--- src/rtl/clk_div_gen_if.sv ---
// clk_div_gen_if: control and output bundle for the clk_div_gen clock divider.
// The master side (the consumer of the divided clock) drives the run request,
// the divisor and the burst length. The slave side (the divider) returns the
// divided clock, the edge strobes and the status flags.
interface clk_div_gen_if #(
  parameter int DIV_W = 8,
  parameter int CNT_W = 8
);
  logic             enable;
  logic [DIV_W-1:0] divisor;
  logic [CNT_W-1:0] burstLen;
  logic             outClk;
  logic             riseEn;
  logic             fallEn;
  logic             busy;
  logic             done;

  modport master (
    output enable, divisor, burstLen,
    input  outClk, riseEn, fallEn, busy, done
  );

  modport slave (
    input  enable, divisor, burstLen,
    output outClk, riseEn, fallEn, busy, done
  );
endinterface

--- src/rtl/clk_div_gen.sv ---
// clk_div_gen: runtime-programmable clock divider and clock-enable generator.
// Divides refClk by max(divisor, 2). It emits a registered divided clock and
// single-cycle rise/fall strobes, so downstream logic can stay in the refClk
// domain. The divisor is only re-sampled at period boundaries, and a stop
// request always completes the current period, so no runt pulses occur.
// Optional feature macro: CLKDIV_BURST_EN. When it is defined, a nonzero
// burstLen stops the output after that many periods, pulses done and holds
// until enable drops. When it is undefined, burstLen is ignored and done is 0.
module clk_div_gen #(
  parameter int DIV_W = 8,
  parameter int CNT_W = 8
) (
  input  logic         refClk,
  input  logic         rstN,
  clk_div_gen_if.slave bus
);

`ifdef CLKDIV_BURST_EN
  typedef enum logic [1:0] {S_IDLE, S_RUN, S_HOLD} state_t;
`else
  typedef enum logic [1:0] {S_IDLE, S_RUN} state_t;
`endif

  state_t           state_q;
  logic [DIV_W-1:0] cnt_q;
  logic [DIV_W-1:0] div_q;
  logic             out_clk_q;
  logic             rise_q;
  logic             fall_q;
  logic             busy_q;

  logic [DIV_W-1:0] div_clamped;
  logic [DIV_W-1:0] high_phase;
  logic [DIV_W-1:0] cnt_inc;
  logic             period_last;

  // Divisors 0 and 1 cannot form a high and a low phase, so they run as 2.
  assign div_clamped = (bus.divisor < DIV_W'(2)) ? DIV_W'(2) : bus.divisor;
  // The high phase takes the extra cycle of an odd divisor: H = ceil(D/2).
  assign high_phase  = div_q - (div_q >> 1);
  assign cnt_inc     = cnt_q + DIV_W'(1);
  assign period_last = (cnt_q == div_q - DIV_W'(1));

`ifdef CLKDIV_BURST_EN
  logic [CNT_W-1:0] burst_len_q;
  logic [CNT_W-1:0] burst_cnt_q;
  logic [CNT_W-1:0] burst_cnt_inc;
  logic             burst_last;
  logic             done_q;

  // The completed-period count saturates so that it can never wrap back
  // and retrigger a burst end.
  assign burst_cnt_inc = (burst_cnt_q == '1) ? burst_cnt_q : burst_cnt_q + CNT_W'(1);
  assign burst_last    = (burst_len_q != '0) && (burst_cnt_inc == burst_len_q);
  assign bus.done      = done_q;
`else
  logic unused_burst_len;
  assign unused_burst_len = ^bus.burstLen;
  assign bus.done         = 1'b0;
`endif

  assign bus.outClk = out_clk_q;
  assign bus.riseEn = rise_q;
  assign bus.fallEn = fall_q;
  assign bus.busy   = busy_q;

  // Control FSM. Each output register is loaded with the value that belongs
  // to the count being entered, so the outputs line up with cnt_q.
  always_ff @(posedge refClk or negedge rstN) begin
    if (!rstN) begin
      state_q   <= S_IDLE;
      cnt_q     <= '0;
      div_q     <= DIV_W'(2);
      out_clk_q <= 1'b0;
      rise_q    <= 1'b0;
      fall_q    <= 1'b0;
      busy_q    <= 1'b0;
`ifdef CLKDIV_BURST_EN
      burst_len_q <= '0;
      burst_cnt_q <= '0;
      done_q      <= 1'b0;
`endif
    end else begin
      // NOTE: non-blocking assignments let every register here sample the
      // pre-edge values, whatever order the statements appear in.
      rise_q <= 1'b0;
      fall_q <= 1'b0;
`ifdef CLKDIV_BURST_EN
      done_q <= 1'b0;
`endif
      case (state_q)
        S_IDLE: begin
          if (bus.enable) begin
            state_q   <= S_RUN;
            div_q     <= div_clamped;
            cnt_q     <= '0;
            out_clk_q <= 1'b1;
            rise_q    <= 1'b1;
            busy_q    <= 1'b1;
`ifdef CLKDIV_BURST_EN
            burst_len_q <= bus.burstLen;
            burst_cnt_q <= '0;
`endif
          end
        end
        S_RUN: begin
          if (period_last) begin
`ifdef CLKDIV_BURST_EN
            burst_cnt_q <= burst_cnt_inc;
`endif
            cnt_q <= '0;
            if (!bus.enable) begin
              state_q   <= S_IDLE;
              out_clk_q <= 1'b0;
              busy_q    <= 1'b0;
`ifdef CLKDIV_BURST_EN
            end else if (burst_last) begin
              state_q   <= S_HOLD;
              out_clk_q <= 1'b0;
              busy_q    <= 1'b0;
              done_q    <= 1'b1;
`endif
            end else begin
              div_q     <= div_clamped;
              out_clk_q <= 1'b1;
              rise_q    <= 1'b1;
            end
          end else begin
            cnt_q     <= cnt_inc;
            out_clk_q <= (cnt_inc < high_phase);
            fall_q    <= (cnt_inc == high_phase);
          end
        end
`ifdef CLKDIV_BURST_EN
        S_HOLD: begin
          if (!bus.enable) state_q <= S_IDLE;
        end
`endif
        default: begin
          state_q   <= S_IDLE;
          out_clk_q <= 1'b0;
          busy_q    <= 1'b0;
        end
      endcase
    end
  end

endmodule

--- src/flat_wrapper.sv ---
// flat-port wrapper written by rule: the top's interface ports become plain ports
module clk_div_gen_flat 
#(
  parameter int DIV_W = 8,
  parameter int CNT_W = 8
)
  (refClk, rstN, bus_enable, bus_divisor, bus_burstLen, bus_outClk, bus_riseEn, bus_fallEn, bus_busy, bus_done);
  clk_div_gen_if #(.DIV_W(DIV_W), .CNT_W(CNT_W)) bus_i ();
  input  logic refClk;
  input  logic rstN;
  input wire logic [$bits(bus_i.enable)-1:0] bus_enable;
  input wire logic [$bits(bus_i.divisor)-1:0] bus_divisor;
  input wire logic [$bits(bus_i.burstLen)-1:0] bus_burstLen;
  output wire logic [$bits(bus_i.outClk)-1:0] bus_outClk;
  output wire logic [$bits(bus_i.riseEn)-1:0] bus_riseEn;
  output wire logic [$bits(bus_i.fallEn)-1:0] bus_fallEn;
  output wire logic [$bits(bus_i.busy)-1:0] bus_busy;
  output wire logic [$bits(bus_i.done)-1:0] bus_done;
  assign bus_i.enable = bus_enable;
  assign bus_i.divisor = bus_divisor;
  assign bus_i.burstLen = bus_burstLen;
  assign bus_outClk = bus_i.outClk;
  assign bus_riseEn = bus_i.riseEn;
  assign bus_fallEn = bus_i.fallEn;
  assign bus_busy = bus_i.busy;
  assign bus_done = bus_i.done;
  clk_div_gen #(.DIV_W(DIV_W), .CNT_W(CNT_W)) u_core (.refClk(refClk), .rstN(rstN), .bus(bus_i));
endmodule
--- config.mk ---
export PLATFORM = sky130hd
export DESIGN_NAME = clk_div_gen_flat
export DESIGN_NICKNAME = d
export VERILOG_FILES = /design/src/rtl/clk_div_gen_if.sv /design/src/rtl/clk_div_gen.sv /design/src/flat_wrapper.sv
export SDC_FILE = /design/constraint.sdc
export NUM_CORES = 1
export LEC_CHECK = 0
export ABC_CLOCK_PERIOD_IN_PS = 3400
export CAP_MARGIN = 25
export CELL_PAD_IN_SITES_DETAIL_PLACEMENT = 0
export CELL_PAD_IN_SITES_GLOBAL_PLACEMENT = 1
export CORE_AREA = 2 2 78 58
export CTS_BUF_LIST = sky130_fd_sc_hd__clkbuf_8
export DETAILED_ROUTE_END_ITERATION = 12
export DIE_AREA = 0 0 80 60
export MAX_ROUTING_LAYER = met4
export PLACE_DENSITY = 0.83
export SKIP_CTS_REPAIR_TIMING = 1
export SLEW_MARGIN = 20
export SYNTH_ARGS = -nofsm -noshare
export SYNTH_HDL_FRONTEND = slang
export SYNTH_SLANG_ARGS = --single-unit
--- constraint.sdc ---
create_clock -name refClk -period 3.4 [get_ports refClk]
set_input_delay 0.68 -clock refClk [delete_from_list [all_inputs] [get_ports refClk]]
set_output_delay 0.68 -clock refClk [all_outputs]
set_load 0.05 [all_outputs]
Word level (Yosys, flattened, before mapping)
Index checks and enable logic that the tools add are counted.

Memories kept: 0. Bits in registers: 22. Memory bits (read-only): 0. Bits of input ports: 19. Bits in latches: 0. Word-level logic and storage cells: 45. Memory bits (writable): 0. Output and inout bits: 5.

Shift operators: 0. Add/sub/neg operators: 3. Bitwise gates (word level): 0. $lt $le $gt $ge: 2. Mux-type cells: 22. Multipliers: 0. Reduce and logical (&&, ||, !) cells: 5. Divide/modulo/power cells: 0. Equal/unequal tests: 6.

Operators by type and width (count): $mux W8 (5); $pmux W8 S2 (2); $eq A8 B8 Y1 (2); $add A8 B1 Y8 const B (1); $lt A8 B2 Y1 const B (1); $lt A8 B8 Y1 (1); $mux W1 (8); $sub A8 B1 Y8 const B (1); $sub A8 B7 Y8 (1); $mux W2 (3); $pmux W1 S2 (3); $ne A2 B2 Y1 const B (2); $pmux W2 S2 (1); $reduce_and A2 Y1 (2); $reduce_and A3 Y1 (1); $eq A2 B1 Y1 const B (1); $logic_not A2 Y1 (1); $ne A2 B1 Y1 const B (1); $reduce_bool A2 Y1 (1).

Logic depth before layout (Yosys ltp)
Depth in word-level cells: 5. Gate-level depth with buffers: 16.

Worst setup path after synthesis
Ideal clock, no wire load.

Path kind: flip-flop to flip-flop. Start: register u_core.div_q[1]. End: register u_core.out_clk_q, in the netlist u_core.bus.outClk. Cell stages (with the launch flop): 15. Arrival time: 2.652 ns. Period minus slack after synthesis: 2.731 ns. Required time: 3.320 ns. Setup slack: 0.669 ns. Path through: dfstp_2 > inv_1 > ha_1 > o21ba_2 > o21ai_0 > a221oi_1 > o21bai_1 > a21oi_1 > xnor2_1 > ha_1 > nand4_1 > a21oi_1 > a211oi_1 > mux2i_1 > a2bb2oi_1.

Word-level cells in the longest chain between the ends: 4. Elaborated cells on any way between the ends: 6.

Ends and longest elaborated chain: start, declared (RTL line clk_div_gen.sv:26) `logic [DIV_W-1:0] div_q;`; start signal, assigned (RTL line clk_div_gen.sv:95) `div_q <= div_clamped;`; start signal, assigned (RTL line clk_div_gen.sv:124) `div_q <= div_clamped;`; $sub A8 B7 Y8 / $sub A8 B1 Y8 (equally long branches) (RTL line clk_div_gen.sv:40, clk_div_gen.sv:42); $lt A8 B8 Y1 / $eq A8 B8 Y1 (equally long branches) (RTL line clk_div_gen.sv:130, clk_div_gen.sv:42); $mux W1 * (RTL line clk_div_gen.sv:107) `if (period_last) begin`; $pmux W1 S2 * (RTL line clk_div_gen.sv:91) `case (state_q)`; end signal, assigned (RTL line clk_div_gen.sv:130) `out_clk_q <= (cnt_inc < high_phase);`; end, declared (RTL line clk_div_gen.sv:27) `logic out_clk_q;`.

Every way passes the cells marked *; elsewhere a longest branch is shown, timed or not. A chain may end at the register's enable or synchronous reset.

Final worst setup path
Ends and elaborated chain as after synthesis.

==> results.py <==
metrics = {
    "power_and_ir_drop": {
        "p_per_area_mw_per_mm2": 1020,
        "power.total_mw": 2.00,
        "leakage_nw": 0.937,
        "peakVddDrop_uv": 520,
    },
    "hold_path": {
        "hp-class": "reg -> reg",
    },
    "die": {
        "fp.dieW_um": 80,
        "ios": 24,
        "die_y_um": 60,
        "start_util_pct": 41.7,
        "std_cell_rows": 20,
        "core_region_area_sq_mm": 0.00410,
        "dieArea_sq_mm": 0.00480,
    },
    "setup_path": {
        "cp.arrival_ns": 3.28,
        "slowest_delay_ns": 0.58,
        "path_delay_family": "compound AO/OA/AOI/OAI gates",
        "critPathSlowestCell": "dfstp_2",
        "cp-end-kind": "register",
        "cp-start-kind": "register",
        "cp.required_ns": 3.59,
        "critical_path_class": "reg -> reg",
        "path_cells": "inv_1 > ha_1 > o21ba_2 > o21ai_1 > a221oi_1 > o21bai_1 > a21oi_1 > xnor2_1 > ha_1 > nand4_1 > a21oi_1 > a211oi_1 > mux2i_1 > a2bb2oi_1",
        "path_buf_inv": 1,
        "path_max_fanout": 4,
    },
    "drt": {
        "wl_per_cell_um": 12.9,
        "totalWireLength_um": 3180,
        "vias": 1185,
        "first_pass_iters": 4,
        "drc": 0,
        "routed_via_density": 4.82,
        "drt_iter0_drc": 53,
        "ant_nets": 0,
    },
    "global_route": {
        "overflow": 0,
        "grt_max_degree": 21,
        "antenna_found_initial": 0,
        "grt.total_usage_pct": 15.4,
        "grt_pass1_wl_um": 5390,
        "grt_pass1_vias": 1124,
    },
    "yosys": {
        "synthXorXnorAreaFrac_pct": 12.8,
        "ys_async_sr_fraction_pct": 100,
        "synth_ff_type": "dfrtp_1",
        "yosysTopAreaCell": "dfrtp_1",
        "synth_nets": 220,
        "ys_seq_area_share_pct": 29.3,
        "avgSynthCellArea_sq_um": 9.72,
        "synth-compound-area-share_pct": 12.7,
        "synth_top_family_by_area": "adder cells",
        "synth_edf_count": 0,
        "synth_warnings": 0,
        "synthCells": 176,
        "syn_area_sq_mm": 0.00171,
        "synthDistinctLibCells": 41,
        "synth-seq-cells": 20,
        "synthAdderAreaFrac_pct": 18.7,
        "synthSimpleGateAreaFrac_pct": 11.9,
        "synth_top_area_share_pct": 27.8,
        "synthMuxAreaShare_pct": 7.02,
        "synth.area.top_cells": "dfrtp_1 28%, ha_1 18%, xnor2_1 7.7%, mux2_4 5.3%, xor2_1 5.1%",
    },
    "sta": {
        "holdWs_ns": 0.563,
        "tightest_slew_ns": 0.494,
        "final.setup.worst_slack_ns": 0.309,
        "drv_slew": 0,
        "finalCritPeriodShare_pct": 90.9,
        "rsz0062_at_grt": "no",
        "min_period_ns": 3.09,
        "setup_viol": 0,
        "hold_viol_final": 0,
        "skew_ns": 0.00157,
        "max_slew_margin_pct": 66.8,
        "max_freq_mhz": 324,
        "tns_ns": 0,
    },
    "clock_tree": {
        "clk_pin_slew_ns": 0.07,
        "numCtsBuffers": 3,
        "cts_tree": "yes",
        "clkSinkCount": 20,
        "clk_path_buf_depth": 2,
        "clkLatencyLatePin_ns": 0.26,
        "htreeDepth": 1,
        "clock-root-buffer": "clkbuf_8",
    },
    "cells_and_area": {
        "drive_above_1_share_pct": 9.95,
        "final_cells": 246,
        "finalNetCount": 236,
        "area_delta_synth_final_pct": 14.0,
        "fin_area_sq_mm": 0.00195,
        "antenna_cells": 0,
        "final_util_pct": 47.5,
    },
    "run_status": {
        "status": "finished, final reports clean",
    },
    "placed_design": {
        "dp_slack_ns": 0.168,
        "hpwl_um": 2510,
        "io_buffers": 14,
        "routabilityCongestion": 0.816,
        "post_dp_cell_area_sq_mm": 0.00189,
        "dp.cells": 241,
    },
    "flow_run": {
        "drv_cap": 0,
    },
}
-- area by class of cell --
cell class | instances | area, sq um
Fill cell | 405 | 2150
Multi-Input combinational cell | 127 | 1080
Sequential cell | 20 | 502
Timing Repair Buffer | 17 | 166
Inverter | 23 | 86.3
Tap cell | 55 | 68.8
Clock buffer | 3 | 41.3
Clock inverter | 1 | 3.75
-- flip-flops by register name, summed over array words and instances, names as in the netlist --
register,count
u_core.bus.fallEn,1
u_core.cnt_q,8
u_core.bus.outClk,1
u_core.state_q,1
u_core.bus.riseEn,1
u_core.div_q,8
-- final timing paths --
kind,cells past startpoint,to,start,slack (ns)
worst max-delay path,14,u_core.bus.outClk$_DFFE_PN0P_,u_core.div_q[1]$_DFFE_PN1P_,0.31
worst min-delay path,1,u_core.bus.outClk$_DFFE_PN0P_,u_core.bus.outClk$_DFFE_PN0P_,0.56
worst max register to register,14,u_core.bus.outClk$_DFFE_PN0P_,u_core.div_q[1]$_DFFE_PN1P_,0.31
worst min register to register,1,u_core.bus.outClk$_DFFE_PN0P_,u_core.bus.outClk$_DFFE_PN0P_,0.56
max in group asynchronous,2,u_core.div_q[1]$_DFFE_PN1P_,rstN,2.26
min in group asynchronous,1,u_core.div_q[7]$_DFFE_PN0P_,rstN,0.65
-- synthesized netlist by cell type (3+ instances only) --
library cell   n
mux2_4         6
a21oi_1        7
o21ai_0        4
nand4_1        3
ha_1          24
xnor2_1       15
nand3_1        4
mux2i_1        3
xor2_1        10
nor2_1         7
o32ai_1        6
nand2b_1       3
dfrtp_1       19
nand2_1       12
inv_1         23
-- cells in the final DEF (no fill, tap or decap), types with 6 or more instances in the layout --
cell type	instances
a21oi_1	7
clkdlybuf4s50_1	14
dfrtp_1	19
ha_1	24
inv_1	24
mux2_4	6
nand2_1	12
nor2_1	7
o32ai_1	6
xnor2_1	15
xor2_1	10
-- where the power goes --
part	leakage [nW]	switching, mW	internal, mW	total (mW)
Clock	0.0269	0.0803	0.0805	0.161
Sequential	0.243	0.127	0.331	0.458
Combinational	0.667	0.715	0.664	1.38
Total	0.937	0.922	1.07	2.00
-- kinds of logic (layout without fill, tap and decap cells) --
| group | count (synthesis) | in the layout |
|---|---|---|
| AOI/OAI and AO/OA | 29 | 29 |
| xor gates and xnor gates | 25 | 25 |
| adders and majority gates | 25 | 25 |
| buffers and inverters | 29 | 44 |
| DFF | 20 | 20 |
| muxes | 9 | 9 |
| other | 1 | 1 |
| and+or+nand+nor | 38 | 38 |
-- routing by layer --
| layer | wire length, um | share of wire [%] | up-vias | track usage, % |
|---|---|---|---|---|
| met3 | 78 | 2.5 | 4 | 2.27 |
| li1 | - | - | 624 | - |
| met2 | 1310 | 41 | 15 | 21.2 |
| met5 | 0 | 0 | - | - |
| met1 | 1750 | 55 | 542 | 22.9 |
| met4 | 44 | 1.4 | 0 | 5.08 |
Note: power is estimated with default switching activity, not from simulation.
